`src/rtl/spmv_csr_core.sv`:
```
// CSR sparse matrix-vector multiply core: walks row pointers, MACs each
// nonzero against x, and saturates every row sum into a packed result register.
module spmv_csr_core #(
    parameter int N_ROWS  = 16,
    parameter int NNZ_MAX = 64,
    parameter int ADDR_W  = 6,
    parameter int ACC_W   = 40,
    parameter int FRAC    = 0
) (
    input  logic                     i_clk,
    input  logic                     i_rstn,
    input  logic                     i_start,
    input  logic [(N_ROWS+1)*16-1:0] i_row_ptr,
    input  logic [N_ROWS*16-1:0]     i_in_vector,
    output logic [ADDR_W-1:0]        o_nz_addr,
    output logic                     o_nz_rd_en,
    input  logic [15:0]              i_nz_value,
    input  logic [15:0]              i_nz_col,
    output logic [N_ROWS*16-1:0]     o_register,
    output logic                     o_busy,
    output logic                     o_done,
    output logic                     o_err
);

    localparam int RW = $clog2(N_ROWS + 1);
    localparam int CW = $clog2(N_ROWS);
    localparam logic signed [ACC_W-1:0] SAT_MAX = ACC_W'(32767);
    localparam logic signed [ACC_W-1:0] SAT_MIN = -ACC_W'(32768);

    typedef enum logic [2:0] {
        S_IDLE,
        S_ROW,
        S_MAC,
        S_DRAIN,
        S_WB,
        S_DONE
    } state_t;

    state_t                   state;
    logic [RW-1:0]            r;
    logic [15:0]              k;
    logic [15:0]              kend;
    logic                     vld;
    logic signed [ACC_W-1:0]  acc;

    logic [15:0]              rp [N_ROWS+1];
    logic signed [15:0]       xv [N_ROWS];
    logic [RW-1:0]            r_nxt;
    logic [15:0]              row_beg;
    logic [15:0]              row_end;
    logic                     row_bad;
    logic                     col_ok;
    logic signed [15:0]       x_sel;
    logic signed [31:0]       prod;
    logic signed [ACC_W-1:0]  shifted;
    logic [15:0]              sat;

    always_comb begin
        for (int j = 0; j <= N_ROWS; j++) begin
            rp[j] = i_row_ptr[16*j +: 16];
        end
        for (int j = 0; j < N_ROWS; j++) begin
            xv[j] = i_in_vector[16*j +: 16];
        end
    end

    always_comb begin
        r_nxt   = r + 1'b1;
        row_beg = rp[r];
        row_end = rp[r_nxt];
        row_bad = (row_end < row_beg) || (row_end > 16'(NNZ_MAX));
        col_ok  = i_nz_col < 16'(N_ROWS);
        x_sel   = col_ok ? xv[i_nz_col[CW-1:0]] : '0;
        prod    = 32'(x_sel) * 32'($signed(i_nz_value));
        shifted = acc >>> FRAC;
        if (shifted > SAT_MAX) begin
            sat = 16'h7fff;
        end else if (shifted < SAT_MIN) begin
            sat = 16'h8000;
        end else begin
            sat = shifted[15:0];
        end
    end

    always_ff @(posedge i_clk or negedge i_rstn) begin
        if (!i_rstn) begin
            state      <= S_IDLE;
            r          <= '0;
            k          <= '0;
            kend       <= '0;
            vld        <= 1'b0;
            acc        <= '0;
            o_nz_addr  <= '0;
            o_nz_rd_en <= 1'b0;
            o_register <= '0;
            o_busy     <= 1'b0;
            o_done     <= 1'b0;
            o_err      <= 1'b0;
        end else begin
            // Read data lags the strobe by one cycle.
            vld <= o_nz_rd_en;
            if (vld) begin
                if (col_ok) begin
                    acc <= acc + ACC_W'(prod);
                end else begin
                    o_err <= 1'b1;
                end
            end
            unique case (state)
                S_IDLE: begin
                    if (i_start) begin
                        state      <= S_ROW;
                        r          <= '0;
                        o_register <= '0;
                        o_err      <= 1'b0;
                        o_busy     <= 1'b1;
                    end
                end
                S_ROW: begin
                    acc  <= '0;
                    k    <= row_beg + 16'd1;
                    kend <= row_end;
                    if (row_bad) begin
                        o_err <= 1'b1;
                    end
                    if (!row_bad && (row_end > row_beg)) begin
                        o_nz_addr  <= row_beg[ADDR_W-1:0];
                        o_nz_rd_en <= 1'b1;
                        state      <= S_MAC;
                    end else begin
                        state <= S_WB;
                    end
                end
                S_MAC: begin
                    // k already points past the address being issued.
                    if (k == kend) begin
                        o_nz_rd_en <= 1'b0;
                        state      <= S_DRAIN;
                    end else begin
                        o_nz_addr <= k[ADDR_W-1:0];
                        k         <= k + 16'd1;
                    end
                end
                S_DRAIN: begin
                    state <= S_WB;
                end
                S_WB: begin
                    o_register[r*16 +: 16] <= sat;
                    if (r == RW'(N_ROWS - 1)) begin
                        o_done <= 1'b1;
                        state  <= S_DONE;
                    end else begin
                        r     <= r_nxt;
                        state <= S_ROW;
                    end
                end
                S_DONE: begin
                    o_done <= 1'b0;
                    o_busy <= 1'b0;
                    state  <= S_IDLE;
                end
                default: state <= S_IDLE;
            endcase
        end
    end

endmodule

```
`config.mk`:
```
export PLATFORM = sky130hd
export DESIGN_NAME = spmv_csr_core
export DESIGN_NICKNAME = d
export VERILOG_FILES = /design/src/rtl/spmv_csr_core.sv
export SDC_FILE = /design/constraint.sdc
export NUM_CORES = 2
export LEC_CHECK = 0
export ABC_AREA = 1
export CORE_AREA = 2 2 325 327
export CTS_BUF_LIST = sky130_fd_sc_hd__clkbuf_16
export DETAILED_ROUTE_END_ITERATION = 10
export DIE_AREA = 0 0 327 329
export PLACE_DENSITY = 0.66
export SETUP_SLACK_MARGIN = 0.5
export SLEW_MARGIN = 10
export SYNTH_ARGS = -nofsm -noshare
export SYNTH_HDL_FRONTEND = slang
export SYNTH_SLANG_ARGS = --single-unit
```
`constraint.sdc`:
```
create_clock -name i_clk -period 4.9 [get_ports i_clk]
set_input_delay 0.98 -clock i_clk [delete_from_list [all_inputs] [get_ports i_clk]]
set_output_delay 0.98 -clock i_clk [all_outputs]
set_load 0.1 [all_outputs]
```
### Word level (Yosys, flattened, before mapping)

Cells that the tools add are included.

| word-level totals | value |
|---|---|
| register bits | 347 |
| input port bits | 563 |
| output and inout bits | 266 |

| cells by class | value |
|---|---|
| add/sub/neg operators | 5 |
| multipliers | 1 |
| $lt $le $gt $ge | 9 |
| equal/unequal tests | 13 |
| shifts and indexed selects | 2 |
| mux-type cells | 43 |
| bitwise logic cells | 3 |
| reduce and logical (&&, ||, !) cells | 19 |

Operator list:

| kind | count |
|---|---|
| $pmux W256 S2 | 1 |
| $bwmux W256 | 1 |
| $mux W256 | 1 |
| $shift A16 B34 Y256 const A | 1 |
| $shiftx A16 B34 Y256 | 1 |
| $bmux W16 S5 | 2 |
| $mux W16 | 10 |
| $mux W40 | 3 |
| $bmux W16 S4 | 1 |
| $add A40 B32 Y40 | 1 |
| $gt A40 B16 Y1 const B | 1 |
| $lt A40 B16 Y1 const B | 1 |
| $neg A9 Y34 | 1 |
| $add A16 B1 Y16 const B | 2 |
| $mul A16 B16 Y32 | 1 |
| $pmux W16 S2 | 1 |
| $eq A16 B16 Y1 | 1 |
| $gt A16 B16 Y1 | 1 |
| $gt A16 B7 Y1 const B | 1 |
| $lt A16 B16 Y1 | 1 |
| $lt A16 B5 Y1 const B | 1 |
| $pmux W3 S5 | 1 |
| $ge A6 B6 Y1 const B | 2 |
| $mux W3 | 4 |
| other kinds (22) | 54 |

### Depth between registers and ports, before layout

| logic depth | value |
|---|---|
| depth in word-level cells | 11 |
| depth in mapped cells | 37 |
| depth with buffers taken out | 33 |

### Least setup slack after synthesis

OpenSTA, ideal clock, no wires.

| timing | value |
|---|---|
| path kind | in2reg |
| from | input i_nz_col[1] |
| to | register acc[26] |
| setup time | 123 ps |
| arrival | 7368 ps |
| path slack | -2591 ps |
| cell stages on the path | 30 |
| path buffers | 3 |
| path through | buf_2 > inv_1 > buf_2 > buf_1 > a21oi_1 > a22oi_1 > nand2_1 > o311ai_0 > nand3_1 > inv_1 > nand2_1 > fa_1 > inv_1 > fa_1 > fa_1 > fa_1 > fa_1 > inv_1 > fa_1 > inv_1 > ha_1 > a21oi_1 > inv_1 > a31oi_1 > o21ai_0 > or2_2 > a21oi_1 > o21ai_0 > o21ai_0 > nand2_1 |

| on the way | value |
|---|---|
| word-level cells in the longest chain between the ends | 10 |
| elaborated cells on any way between the ends | 13 |
| those cells by class | 1 x add/sub; 1 x mul; 1 x order compare; 7 x mux; 1 x bitwise; 2 x reduce/logical |

Ends and longest elaborated chain:

| element | RTL line | RTL |
|---|---|---|
| start: declaration | 18 | `input logic [15:0] i_nz_col,` |
| parallel branches: the longest is 10 deep, another holds $add A40 B32 Y40 | n/a |  |
| end signal: assignment | 104 | `acc <= acc + ACC_W'(prod);` |
| end: declaration | 44 | `logic signed [ACC_W-1:0] acc;` |

Several ways; the timed one is not identified. The select of a mux whose other input is x is not followed.
A chain may end at the register's enable or synchronous reset.

### Worst setup path in the final report

| timing | value |
|---|---|
| from | input i_nz_col[0] |
| to | register acc[22] |

Same word-level chain as after synthesis.

==> summary.md <==
| Metric | Value |
|---|---|
| Status | complete, but fails checks |
| Failing checks | setup timing |
| GRT overflow | 0 |
| Synth area leader | dfrtp_1 |
| All-Layer GR Usage | around 29% |
| Placed Area | ~49,000 µm² |
| Detailed-route via count | between 30,000 and 40,000 |
| Crit-path most repeated cell | fa_1 |
| Vias/cell | approximately 5.2 |
| Ys async rst share | 100% |
| Setup Skew | 28.5 ps |
| Syn. warnings | 0 |
| Post-synth EDFFs | 0 |
| Cts bufs inserted | 38 |
| Initial antenna violation count | 14 |
| Reg2reg start | acc[15] |
| Post-Synthesis Cells | a little over 5,000 |
| HP Class | flip-flop to flip-flop |
| Die width | 327 µm |
| Syn nets | approximately 6,200 |
| Fin crit share | 141% |
| Critical Path Start Type | input port |
| Setup CP Type | input port to flip-flop |
| Setup WS post-layout | -2010 ps |
| Number of max-cap violations | 0 |
| DRC | 0 |
| Wire per inst | between 20 and 25 µm |
| Setup violators final | 37 |
| Area Overhead vs Synth | 48.0% |
| Cell area power density | 361 nW/µm² |
| Ratio of cells with drive above 1 in the final layout | approximately 17% |
| Final hold vios | 0 |
| Leading cell type in the layout, fill and taps excluded | nand2_1 |
| Max FO, Critical Path | 8 |
| Synth top area share | about a quarter |
| Worst skew pair latency | around 560 ps |
| Die height | about 330 µm |
| Post-DP HPWL | approximately 130 mm |
| Drt pass-1 iters | 6 |
| Final instance area | about 53,000 µm² |
| Reg2reg setup slack | -40 ps |
| Worst IR Drop VDD | between 0.4 and 0.5 mV |
| I/O pin total | just over 800 |
| H-tree depth | 2 |
| CP peak stage delay | roughly 520 ps |
| # nets final | ~7,200 |
| RSZ-0062 raised after global routing | true |
| R2r endpoint | acc[22] |
| Final GP Congestion | 0.968 |
| Most frequent cells in the layout | 1,244 x nand2_1, 778 x clkdlybuf4s50_1, 753 x inv_1 |
| Vias in the first global route | around 40,000 |
| I/O Buffers | just over 800 |
| Core Box Area | about 100,000 µm² |
| Routed wire length | around 160 mm |
| Syn avg cell area | ~7.0 µm² |
| Antenna viol nets, final | 0 |
| Hold_sp | o_nz_rd_en |
| Largest net degree at the start of global routing | about 190 |
| Reg2reg path depth | 21 |
| Die ar. | 108,000 µm² |
| Root Driver | clkbuf_16 |
| Peak Freq | between 100 and 150 MHz |
| Register bit total from synthesis | ~350 |
| Row count | between 100 and 150 |
| Worst-margin pin slew | ~1200 ps |
| Clk pin slew, worst setup/hold paths | about 60 ps |
| WHS | ~420 ps |
| Final Critical Period | between 6000 and 7000 ps |
| Critical Path End Type | flip-flop |
| Largest cells by area after synthesis | dfrtp_1 24%, fa_1 18%, nand2_1 14%, inv_1 8.7%, nand3_1 8.4% |
| CTS tree | built |
| Crit path DAT | around 7300 ps |
| Worst hold endpoint | vld |
| Synth unique cells | 50 |
| Max Slew Vio Count | 0 |
| Post-synthesis sequential area ratio | between 20% and 30% |
| First-pass GRT wire length | approximately 240 mm |
| DR iter-0 viols | 3,405 |
| Max_slew headroom | 21.0% |
| Post-Syn Area | ~36,000 µm² |
| Worst EP required | around 5300 ps |
| Synth Flop Type | dfrtp_1 |
| CTS sink count | 347 |
| Leakage power | 25.8 nW |
| Max Root-Sink Buffers | 3 |
| Hold Path Cell Cnt | 0 |
| Slowest CP cell | fa_1 |
| Initial Util | about 35% |
-- routing by layer --
layer / global-route usage, % / wire length, µm / vias to the layer above
li1: - / - / 18500
met1: 36.5 / 63900 / 19200
met2: 49.9 / 79100 / 1773
met3: 4.28 / 10800 / 355
met4: 11.7 / 8000 / 0
met5: 0 / 0 / -
-- state kept, by name, summed over array words and instances, names as in the netlist --
register and cells:
o_nz_addr 6, acc 40, o_register 256, r 5, o_err 1, kend 16
o_nz_rd_en 1, vld 1, o_done 1, k 16, o_busy 1, state 3
-- worst max-delay path by stage --
stage,start,to,slack [ps],cells past startpoint
after CTS,i_nz_col[0],acc[30],-1940,31
after global placement,i_nz_col[10],acc[37],-3070,28
after floorplan,i_nz_col[0],acc[26],-1840,31
final,i_nz_col[0],acc[22],-2010,32
after detailed placement,i_nz_col[1],acc[37],-3110,30
after global routing,i_nz_col[0],acc[30],-2210,33
-- through the flow --
step                power, mW  setup TNS (ps)  cells  utilization (%)  setup WS (ps)
global placement         15.3          -94330   7421             46.7          -3070
finish                   19.2          -61650   7623             51.2          -2010
floorplan                10.8          -52590   5126                -          -1840
CTS                      18.8          -56760   7578             50.1          -1940
global route             20.5          -68610   7623             51.2          -2210
detailed placement       15.4          -96750   7421             46.7          -3110
-- cell type report --
cell class | instances | area (µm²)
Multi-Input combinational cell | 3648 | 25200
Antenna cell | 5 | 12.5
Clock inverter | 31 | 335
Sequential cell | 347 | 8690
Tap cell | 1391 | 1740
Fill cell | 10100 | 51000
Inverter | 846 | 3280
Clock buffer | 39 | 976
Timing Repair inverter | 1 | 3.75
Timing Repair Buffer | 1315 | 13100
-- worst max-delay path, delay by kind of cell --
family | cells | cell delay [ps]
AOI/OAI and AO/OA | 5 | 990
xor gates and xnor gates | 1 | 130
adders and majority gates | 7 | 3240
buffers and inverters | 13 | 1300
and+or+nand+nor | 6 | 670
-- cell families after synthesis --
| group | Yosys count | share of synthesized area, % |
|---|---|---|
| adder cells (fa/ha/maj) | 466 | 23.0 |
| AO/OA/AOI/OAI | 834 | 12.9 |
| AND/OR/NAND/NOR | 2322 | 26.9 |
| flip-flops | 347 | 24.1 |
| XOR/XNOR | 26 | 0.777 |
| buffers and inverters | 1131 | 12.3 |
-- synth_stat cells (3+ instances only) --
| cell | number |
|---|---|
| a21o_1 | 10 |
| a21oi_1 | 221 |
| a221o_1 | 22 |
| a22oi_1 | 33 |
| a31oi_1 | 21 |
| buf_1 | 43 |
| buf_2 | 103 |
| buf_4 | 7 |
| buf_6 | 7 |
| clkbuf_1 | 125 |
| clkinv_1 | 7 |
| dfrtp_1 | 347 |
| fa_1 | 330 |
| ha_1 | 136 |
| inv_1 | 833 |
| inv_2 | 6 |
| nand2_1 | 1313 |
| nand3_1 | 608 |
| nand4_1 | 31 |
| nor2_1 | 315 |
| nor2_2 | 5 |
| nor3_1 | 14 |
| nor4_1 | 17 |
| o2111ai_1 | 3 |
| o211ai_1 | 36 |
| o21a_1 | 5 |
| o21ai_0 | 434 |
| o21bai_1 | 6 |
| o221ai_1 | 3 |
| o22ai_1 | 18 |
| o311ai_0 | 8 |
| o31ai_1 | 8 |
| or2_2 | 9 |
| xnor2_1 | 12 |
| xor2_1 | 10 |
-- power by group --
group	total (mW)	leakage, nW	internal, mW	switching, mW
clock network	3.09	0.664	1.82	1.27
registers	3.41	4.75	3.16	0.247
logic	12.7	20.4	3.80	8.94
-- what timing repair did --
action	in CTS	in global routing
cloned	7	3
pin swaps	155	154
resized for setup	454	183
endpoints found under the setup margin	46	71
hold endpoints to repair	0	0
hold buffers	0	0
buffers inserted	80	37
No activity file was read; power rests on OpenSTA's default activity.
